File: src/rtl/alu_issue_ctrl_pkg.sv
// alu_ctrl_pkg: FSM states, ALU block/function codes and the PSW update mask.
package alu_ctrl_pkg;
  typedef enum logic [1:0] {S_IDLE, S_READ, S_EXEC, S_WB} state_t;
  localparam logic [1:0] BLK_ARITH = 2'd0;
  localparam logic [1:0] BLK_LOGIC = 2'd1;
  localparam logic [1:0] BLK_SHIFT = 2'd2;
  localparam logic [1:0] BLK_MOVE  = 2'd3;
  localparam logic [1:0] FN_SXT    = 2'd2;
  typedef struct packed {
    logic c;
    logic z;
    logic n;
    logic v;
    logic v_clr;
  } flag_mask_t;
  function automatic flag_mask_t flag_mask(input logic [1:0] sel, input logic [1:0] func);
    return sel == BLK_ARITH ? flag_mask_t'(5'b11110) :
           sel == BLK_LOGIC ? flag_mask_t'(5'b01101) :
           sel == BLK_SHIFT ? (func == FN_SXT ? flag_mask_t'(5'b01100) : flag_mask_t'(5'b11100)) :
           flag_mask_t'(5'b00000);
  endfunction
endpackage

File: src/rtl/alu_issue_ctrl_if.sv
// alu_issue_ctrl_if: command, register-file, ALU and PSW signals of the issue controller.
interface alu_issue_ctrl_if #(parameter int W = 16);
  logic         cmd_valid, cmd_ready, cmd_byte, cmd_use_const, cmd_no_wb;
  logic [1:0]   cmd_sel, cmd_func;
  logic [2:0]   cmd_dst, cmd_src;
  logic [W-1:0] cmd_const;
  logic [2:0]   rf_raddr_a, rf_raddr_b, rf_waddr;
  logic [W-1:0] rf_rdata_a, rf_rdata_b, rf_wdata;
  logic         rf_we;
  logic [1:0]   block_sel, block_func;
  logic         carry_in, byte_op;
  logic [W-1:0] src_a, src_b, result;
  logic         carry, zero, neg, ovf;
  logic         psw_c, psw_z, psw_n, psw_v, done;
  modport master (
    output cmd_valid, cmd_sel, cmd_func, cmd_byte, cmd_dst, cmd_src, cmd_use_const, cmd_const, cmd_no_wb,
    output rf_rdata_a, rf_rdata_b, result, carry, zero, neg, ovf,
    input  cmd_ready, rf_raddr_a, rf_raddr_b, rf_we, rf_waddr, rf_wdata,
    input  block_sel, block_func, carry_in, byte_op, src_a, src_b,
    input  psw_c, psw_z, psw_n, psw_v, done
  );
  modport slave (
    input  cmd_valid, cmd_sel, cmd_func, cmd_byte, cmd_dst, cmd_src, cmd_use_const, cmd_const, cmd_no_wb,
    input  rf_rdata_a, rf_rdata_b, result, carry, zero, neg, ovf,
    output cmd_ready, rf_raddr_a, rf_raddr_b, rf_we, rf_waddr, rf_wdata,
    output block_sel, block_func, carry_in, byte_op, src_a, src_b,
    output psw_c, psw_z, psw_n, psw_v, done
  );
endinterface

File: src/rtl/alu_issue_ctrl_psw_reg.sv
// psw_reg: C/Z/N/V flag flops with per-flag load mask and V clear.
module psw_reg
  import alu_ctrl_pkg::*;
(
  input  logic       clk,
  input  logic       rst_n,
  input  logic       i_ld,
  input  flag_mask_t i_mask,
  input  logic       i_c,
  input  logic       i_z,
  input  logic       i_n,
  input  logic       i_v,
  output logic       o_c,
  output logic       o_z,
  output logic       o_n,
  output logic       o_v
);
  logic r_c, r_z, r_n, r_v;
  always_ff @(posedge clk) begin
    if (!rst_n) begin
      {r_c, r_z, r_n, r_v} <= 4'b0000;
    end else if (i_ld) begin
      r_c <= i_mask.c ? i_c : r_c;
      r_z <= i_mask.z ? i_z : r_z;
      r_n <= i_mask.n ? i_n : r_n;
      r_v <= i_mask.v_clr ? 1'b0 : i_mask.v ? i_v : r_v;
    end
  end
  assign {o_c, o_z, o_n, o_v} = {r_c, r_z, r_n, r_v};
endmodule

File: src/rtl/alu_issue_ctrl.sv
// alu_issue_ctrl: four-cycle IDLE/READ/EXEC/WB sequencer driving the ALU and writing back result and PSW.
module alu_issue_ctrl
  import alu_ctrl_pkg::*;
#(
  parameter int W = 16
) (
  input logic clk,
  input logic rst_n,
  alu_issue_ctrl_if.slave bus
);
  state_t       r_state, w_next;
  logic [1:0]   r_sel, r_func;
  logic         r_byte, r_use_const, r_no_wb;
  logic [2:0]   r_dst, r_src;
  logic [W-1:0] r_const, r_op_a, r_op_b, r_res;
  logic         r_c, r_z, r_n, r_v;
  logic         w_exec, w_wb, w_psw_c;
  always_ff @(posedge clk) r_state <= !rst_n ? S_IDLE : w_next;
  always_comb begin
    w_next = r_state == S_IDLE ? (bus.cmd_valid ? S_READ : S_IDLE) :
             r_state == S_READ ? S_EXEC :
             r_state == S_EXEC ? S_WB : S_IDLE;
  end
  always_ff @(posedge clk) begin
    if (r_state == S_IDLE && bus.cmd_valid) begin
      {r_sel, r_func, r_byte} <= {bus.cmd_sel, bus.cmd_func, bus.cmd_byte};
      {r_dst, r_src} <= {bus.cmd_dst, bus.cmd_src};
      {r_use_const, r_const, r_no_wb} <= {bus.cmd_use_const, bus.cmd_const, bus.cmd_no_wb};
    end
    if (r_state == S_READ) begin
      r_op_a <= bus.rf_rdata_a;
      r_op_b <= r_use_const ? r_const : bus.rf_rdata_b;
    end
    if (r_state == S_EXEC) begin
      r_res <= bus.result;
      {r_c, r_z, r_n, r_v} <= {bus.carry, bus.zero, bus.neg, bus.ovf};
    end
  end
  // Reset gates the strobes combinationally so an aborted WB never writes.
  always_comb begin
    w_exec         = r_state == S_EXEC && rst_n;
    w_wb           = r_state == S_WB && rst_n;
    bus.cmd_ready  = r_state == S_IDLE;
    bus.rf_raddr_a = r_state == S_IDLE ? bus.cmd_dst : r_dst;
    bus.rf_raddr_b = r_state == S_IDLE ? bus.cmd_src : r_src;
    bus.rf_we      = w_wb && !r_no_wb;
    bus.rf_waddr   = r_dst;
    bus.rf_wdata   = r_byte && r_sel != BLK_MOVE ? {r_op_a[W-1:8], r_res[7:0]} : r_res;
    bus.block_sel  = w_exec ? r_sel : 2'd0;
    bus.block_func = w_exec ? r_func : 2'd0;
    bus.byte_op    = w_exec && r_byte;
    bus.carry_in   = w_exec && w_psw_c;
    bus.src_a      = w_exec ? r_op_a : '0;
    bus.src_b      = w_exec ? r_op_b : '0;
    bus.done       = w_wb;
    bus.psw_c      = w_psw_c;
  end
  psw_reg u_psw (
    .clk    (clk),
    .rst_n  (rst_n),
    .i_ld   (w_wb),
    .i_mask (flag_mask(r_sel, r_func)),
    .i_c    (r_c),
    .i_z    (r_z),
    .i_n    (r_n),
    .i_v    (r_v),
    .o_c    (w_psw_c),
    .o_z    (bus.psw_z),
    .o_n    (bus.psw_n),
    .o_v    (bus.psw_v)
  );
endmodule

File: src/flat_wrapper.sv
// flat-port wrapper written by rule: the top's interface ports become plain ports
module alu_issue_ctrl_flat import alu_ctrl_pkg::*;
#(
  parameter int W = 16
)
  (clk, rst_n, bus_cmd_valid, bus_cmd_sel, bus_cmd_func, bus_cmd_byte, bus_cmd_dst, bus_cmd_src, bus_cmd_use_const, bus_cmd_const, bus_cmd_no_wb, bus_rf_rdata_a, bus_rf_rdata_b, bus_result, bus_carry, bus_zero, bus_neg, bus_ovf, bus_cmd_ready, bus_rf_raddr_a, bus_rf_raddr_b, bus_rf_we, bus_rf_waddr, bus_rf_wdata, bus_block_sel, bus_block_func, bus_carry_in, bus_byte_op, bus_src_a, bus_src_b, bus_psw_c, bus_psw_z, bus_psw_n, bus_psw_v, bus_done);
  alu_issue_ctrl_if #(.W(W)) bus_i ();
  input logic clk;
  input logic rst_n;
  input wire logic [$bits(bus_i.cmd_valid)-1:0] bus_cmd_valid;
  input wire logic [$bits(bus_i.cmd_sel)-1:0] bus_cmd_sel;
  input wire logic [$bits(bus_i.cmd_func)-1:0] bus_cmd_func;
  input wire logic [$bits(bus_i.cmd_byte)-1:0] bus_cmd_byte;
  input wire logic [$bits(bus_i.cmd_dst)-1:0] bus_cmd_dst;
  input wire logic [$bits(bus_i.cmd_src)-1:0] bus_cmd_src;
  input wire logic [$bits(bus_i.cmd_use_const)-1:0] bus_cmd_use_const;
  input wire logic [$bits(bus_i.cmd_const)-1:0] bus_cmd_const;
  input wire logic [$bits(bus_i.cmd_no_wb)-1:0] bus_cmd_no_wb;
  input wire logic [$bits(bus_i.rf_rdata_a)-1:0] bus_rf_rdata_a;
  input wire logic [$bits(bus_i.rf_rdata_b)-1:0] bus_rf_rdata_b;
  input wire logic [$bits(bus_i.result)-1:0] bus_result;
  input wire logic [$bits(bus_i.carry)-1:0] bus_carry;
  input wire logic [$bits(bus_i.zero)-1:0] bus_zero;
  input wire logic [$bits(bus_i.neg)-1:0] bus_neg;
  input wire logic [$bits(bus_i.ovf)-1:0] bus_ovf;
  output wire logic [$bits(bus_i.cmd_ready)-1:0] bus_cmd_ready;
  output wire logic [$bits(bus_i.rf_raddr_a)-1:0] bus_rf_raddr_a;
  output wire logic [$bits(bus_i.rf_raddr_b)-1:0] bus_rf_raddr_b;
  output wire logic [$bits(bus_i.rf_we)-1:0] bus_rf_we;
  output wire logic [$bits(bus_i.rf_waddr)-1:0] bus_rf_waddr;
  output wire logic [$bits(bus_i.rf_wdata)-1:0] bus_rf_wdata;
  output wire logic [$bits(bus_i.block_sel)-1:0] bus_block_sel;
  output wire logic [$bits(bus_i.block_func)-1:0] bus_block_func;
  output wire logic [$bits(bus_i.carry_in)-1:0] bus_carry_in;
  output wire logic [$bits(bus_i.byte_op)-1:0] bus_byte_op;
  output wire logic [$bits(bus_i.src_a)-1:0] bus_src_a;
  output wire logic [$bits(bus_i.src_b)-1:0] bus_src_b;
  output wire logic [$bits(bus_i.psw_c)-1:0] bus_psw_c;
  output wire logic [$bits(bus_i.psw_z)-1:0] bus_psw_z;
  output wire logic [$bits(bus_i.psw_n)-1:0] bus_psw_n;
  output wire logic [$bits(bus_i.psw_v)-1:0] bus_psw_v;
  output wire logic [$bits(bus_i.done)-1:0] bus_done;
  assign bus_i.cmd_valid = bus_cmd_valid;
  assign bus_i.cmd_sel = bus_cmd_sel;
  assign bus_i.cmd_func = bus_cmd_func;
  assign bus_i.cmd_byte = bus_cmd_byte;
  assign bus_i.cmd_dst = bus_cmd_dst;
  assign bus_i.cmd_src = bus_cmd_src;
  assign bus_i.cmd_use_const = bus_cmd_use_const;
  assign bus_i.cmd_const = bus_cmd_const;
  assign bus_i.cmd_no_wb = bus_cmd_no_wb;
  assign bus_i.rf_rdata_a = bus_rf_rdata_a;
  assign bus_i.rf_rdata_b = bus_rf_rdata_b;
  assign bus_i.result = bus_result;
  assign bus_i.carry = bus_carry;
  assign bus_i.zero = bus_zero;
  assign bus_i.neg = bus_neg;
  assign bus_i.ovf = bus_ovf;
  assign bus_cmd_ready = bus_i.cmd_ready;
  assign bus_rf_raddr_a = bus_i.rf_raddr_a;
  assign bus_rf_raddr_b = bus_i.rf_raddr_b;
  assign bus_rf_we = bus_i.rf_we;
  assign bus_rf_waddr = bus_i.rf_waddr;
  assign bus_rf_wdata = bus_i.rf_wdata;
  assign bus_block_sel = bus_i.block_sel;
  assign bus_block_func = bus_i.block_func;
  assign bus_carry_in = bus_i.carry_in;
  assign bus_byte_op = bus_i.byte_op;
  assign bus_src_a = bus_i.src_a;
  assign bus_src_b = bus_i.src_b;
  assign bus_psw_c = bus_i.psw_c;
  assign bus_psw_z = bus_i.psw_z;
  assign bus_psw_n = bus_i.psw_n;
  assign bus_psw_v = bus_i.psw_v;
  assign bus_done = bus_i.done;
  alu_issue_ctrl #(.W(W)) u_core (.clk(clk), .rst_n(rst_n), .bus(bus_i));
endmodule
File: config.mk
export PLATFORM = sky130hd
export DESIGN_NAME = alu_issue_ctrl_flat
export DESIGN_NICKNAME = d
export VERILOG_FILES = /design/src/rtl/alu_issue_ctrl_pkg.sv /design/src/rtl/alu_issue_ctrl_if.sv /design/src/rtl/alu_issue_ctrl_psw_reg.sv /design/src/rtl/alu_issue_ctrl.sv /design/src/flat_wrapper.sv
export SDC_FILE = /design/constraint.sdc
export NUM_CORES = 1
export LEC_CHECK = 0
export CELL_PAD_IN_SITES_DETAIL_PLACEMENT = 0
export CELL_PAD_IN_SITES_GLOBAL_PLACEMENT = 1
export CORE_ASPECT_RATIO = 0.5
export CORE_MARGIN = 4
export CORE_UTILIZATION = 30
export DETAILED_ROUTE_END_ITERATION = 8
export PLACE_DENSITY_LB_ADDON = 0.3
export SLEW_MARGIN = 20
export SYNTH_ARGS = -nofsm -noshare
export SYNTH_HDL_FRONTEND = slang
export SYNTH_SLANG_ARGS = --single-unit
File: constraint.sdc
create_clock -name clk -period 2 [get_ports clk]
set_clock_uncertainty 0.1 [all_clocks]
set_input_delay 0.3 -clock clk [delete_from_list [all_inputs] [get_ports clk]]
set_output_delay 0.3 -clock clk [all_outputs]
set_load 0.03 [all_outputs]
==> results.md <==
* Final setup violation count at 0
* Cell Area, Placed at approximately 5200 sq um
* Leak Pwr at roughly 2.2 nW
* Vias in the first global route at about 2500
* Post-layout util at ~50%
* #FFs+latches synth at 87
* Crit path capture type: output pin
* Worst slew pin tran at 0.389 ns
* DP Wirelength at 6370 um
* DR DRC count at 0
* RSZ-0062 raised after global routing: yes
* HP Class: flop to flop
* Final #Nets at roughly 460
* CTS tree: yes
* Synth cell types at 22
* Fin. max-slew vios at 0
* Type of origin of the critical path: flop
* CTS Root Cell: clkbuf_16
* All-Layer GR Usage at roughly an eighth
* Post-DRT Antenna Nets at 0
* Crit path arrival time at about 1.6 ns
* Cells after Synth at 203
* Power per cell area at approximately 750 nW/um^2
* Fraction of layout cells with a size suffix above 1 at roughly 34%
* Peak supply drop at between 0.3 and 0.4 mV
* Count of input and output buffers at between 150 and 200
* Die X at 160 um
* Clk sink count at just under 90
* Clock slew at reported path FFs at approximately 0.06 ns
* Synth Area in Simple Gates at between 8 and 9%
* Status: completed
* Pre-CTS WS at -0.0973 ns
* Max cap viols at 0
* Largest family of logic cells by synthesized area: multiplexers
* Post-synthesis xor/xnor area fraction at 0%
* Via density at approximately 4.4
* Cts bufs inserted at 9
* Clk_lat worst skew at ~0.32 ns
* Top post-synthesis cells by area: edfxtp_1 (70%), mux2_2 (9.8%), and3_1 (6.7%), dfxtp_1 (3.5%), ha_1 (1.8%)
* Post-route worst setup slack at just under 0.03 ns
* Syn-to-layout area delta at 61.3%
* R2R depth at 5
* Tmin final at 1.97 ns
* Synth top area share at roughly 70%
* Post-CTS Hold Fix Bufs at 0
* Initial DRT Pass Iterations at 4
* Post-synthesis compound-gate area fraction at between 1 and 1.5%
* CP Max Fanout at 8
* Rel. slew slack at between 70% and 80%
* Largest net degree at the start of global routing at 47
* Die area at about 13000 sq um
* Die Y-Extent at between 80 and 90 um
* Worst EP required at around 1.6 ns
* Hold Path Stages at 2
* DR vias at 2280
* Final instance area at 5570 sq um
* YS warnings at 0
* Initial antenna violation count at 0
* Post-Synth Adder-Cell Area at 1.81%
* Initial Util at between 30% and 40%
* Fin crit share at between 90% and 100%
* Area of the mapped netlist at around 3500 sq um
* Final Hold Viols at 0
* Longest Clk Path Bufs at 2
* Syn nets at about 290
* GP Congestion at 0.759
* # IOs at between 150 and 200
* Max frequency at between 500 and 600 MHz
* Tot Pwr at about 4.2 mW
* Syn_area_per_cell at between 15 and 20 sq um
* CP Class: flop to output pin
* Mean routed wirelength per cell at 16.7 um
* Initial DRC count at between 100 and 150
* CORE AREA at approximately 11000 sq um
* Cell taking the most area after synthesis: edfxtp_1
* GR Overflow Total at 0
* Seq/Total Area, Yosys at about three quarters
* Ant. Diodes at 0
* Core Rows at 27
* First-pass GRT wire length at 13600 um
* Min Hold Slack at slightly below 0.4 ns
* CTS H-tree depth at 3
* Final WL at between 8000 and 9000 um
* Post-synthesis mux area share at about a tenth
-- cell type report --
class | count | area (sq um)
Tap cell | 145 | 181
Sequential cell | 87 | 2550
Inverter | 4 | 17.5
Multi-Input combinational cell | 93 | 821
Clock inverter | 5 | 60.1
Timing Repair Buffer | 175 | 1710
Fill cell | 951 | 5550
Clock buffer | 10 | 229
-- placed cells by master (no fill, tap or decap), drive strengths merged, types with 4 or more instances in the layout --
| cell type | Yosys | layout |
|---|---|---|
| clkdlybuf4s50 | 0 | 98 |
| edfxtp | 81 | 81 |
| buf | 11 | 76 |
| and3 | 38 | 38 |
| mux2 | 30 | 30 |
| clkbuf | 8 | 10 |
| dfxtp | 6 | 6 |
| ha | 5 | 5 |
| nor2b | 4 | 4 |
| inv | 4 | 4 |
-- critical path, stage by stage (launching register included) --
cell	delay, ns
edfxtp_1	0.40
a21boi_2	0.20
buf_12	0.16
mux2_2	0.34
buf_6	0.14
-- sequential cells by signal, indices dropped and copies added (netlist names), 2 cells and up --
signal               flops
u_core.r_const          16
u_core.r_op_a           16
u_core.r_op_b           16
u_core.r_res            16
u_core.bus.rf_waddr      3
u_core.r_src             3
u_core.r_func            2
u_core.r_sel             2
u_core.r_state           2
-- what timing repair did --
action,4_1_cts,5_1_grt
pin swaps,2,1
gates resized for setup,68,2
buffers inserted,3,5
endpoints found under the setup margin,53,36
hold endpoints to repair,0,0
-- stage by stage --
step / setup TNS (ns) / std cells
6_report: 0 / 519
5_1_grt: -0.110 / 519
4_1_cts: -0.00673 / 514
3_5_place_dp: -0.639 / 496
3_3_place_gp: -0.387 / 496
2_1_floorplan: -0.193 / 203
-- per-layer routing --
layer / share of wire [%] / vias to the layer above / GRT usage [%] / wire, um
met4: 0.84 / 0 / 4.02 / 73
met2: 54 / 63 / 24.1 / 4680
met1: 41 / 1117 / 14.5 / 3520
li1: - / 1093 / - / -
met3: 4.5 / 7 / 3.55 / 394
met5: 0 / - / 0 / 0
-- power breakdown --
group          internal (mW)  switching (mW)  total (mW)
combinational          0.288           0.201       0.489
clock                  0.962           0.640        1.60
sequential              2.08          0.0234        2.11
-- synthesized netlist by cell type --
cell type and count:
o21ai_0 1, and2_1 2, buf_2 3, nor2b_1 4
mux2_2 30, edfxtp_1 81, a311oi_1 1, clkbuf_1 8
dfxtp_1 6, and3_2 1, inv_1 4, o21a_1 1
a21boi_0 1, and3_1 37, a21boi_2 1, a21boi_1 1
ha_1 5, mux2i_1 3, buf_4 8, nor2_1 1
nand2_1 3, or4b_1 1
-- path summary, 6_finish.rpt --
kind / slack [ns] / start / end
max: 0.03 / u_core.r_sel[1] / bus_rf_wdata[8]
min reg2reg: 0.39 / u_core.u_psw.o_c / u_core.u_psw.o_c
max reg2reg: 0.43 / u_core.r_state[1] / u_core.r_const[7]
min: 0.39 / u_core.u_psw.o_c / u_core.u_psw.o_c
-- kinds of logic (layout without fill, tap and decap cells) --
| family | Yosys count | in the layout |
|---|---|---|
| compound gates | 6 | 6 |
| fa+ha+maj | 5 | 5 |
| buf+inv | 23 | 194 |
| flops | 87 | 87 |
| mux | 33 | 33 |
| simple gates | 49 | 49 |
Power figures use the tool's default switching activity.
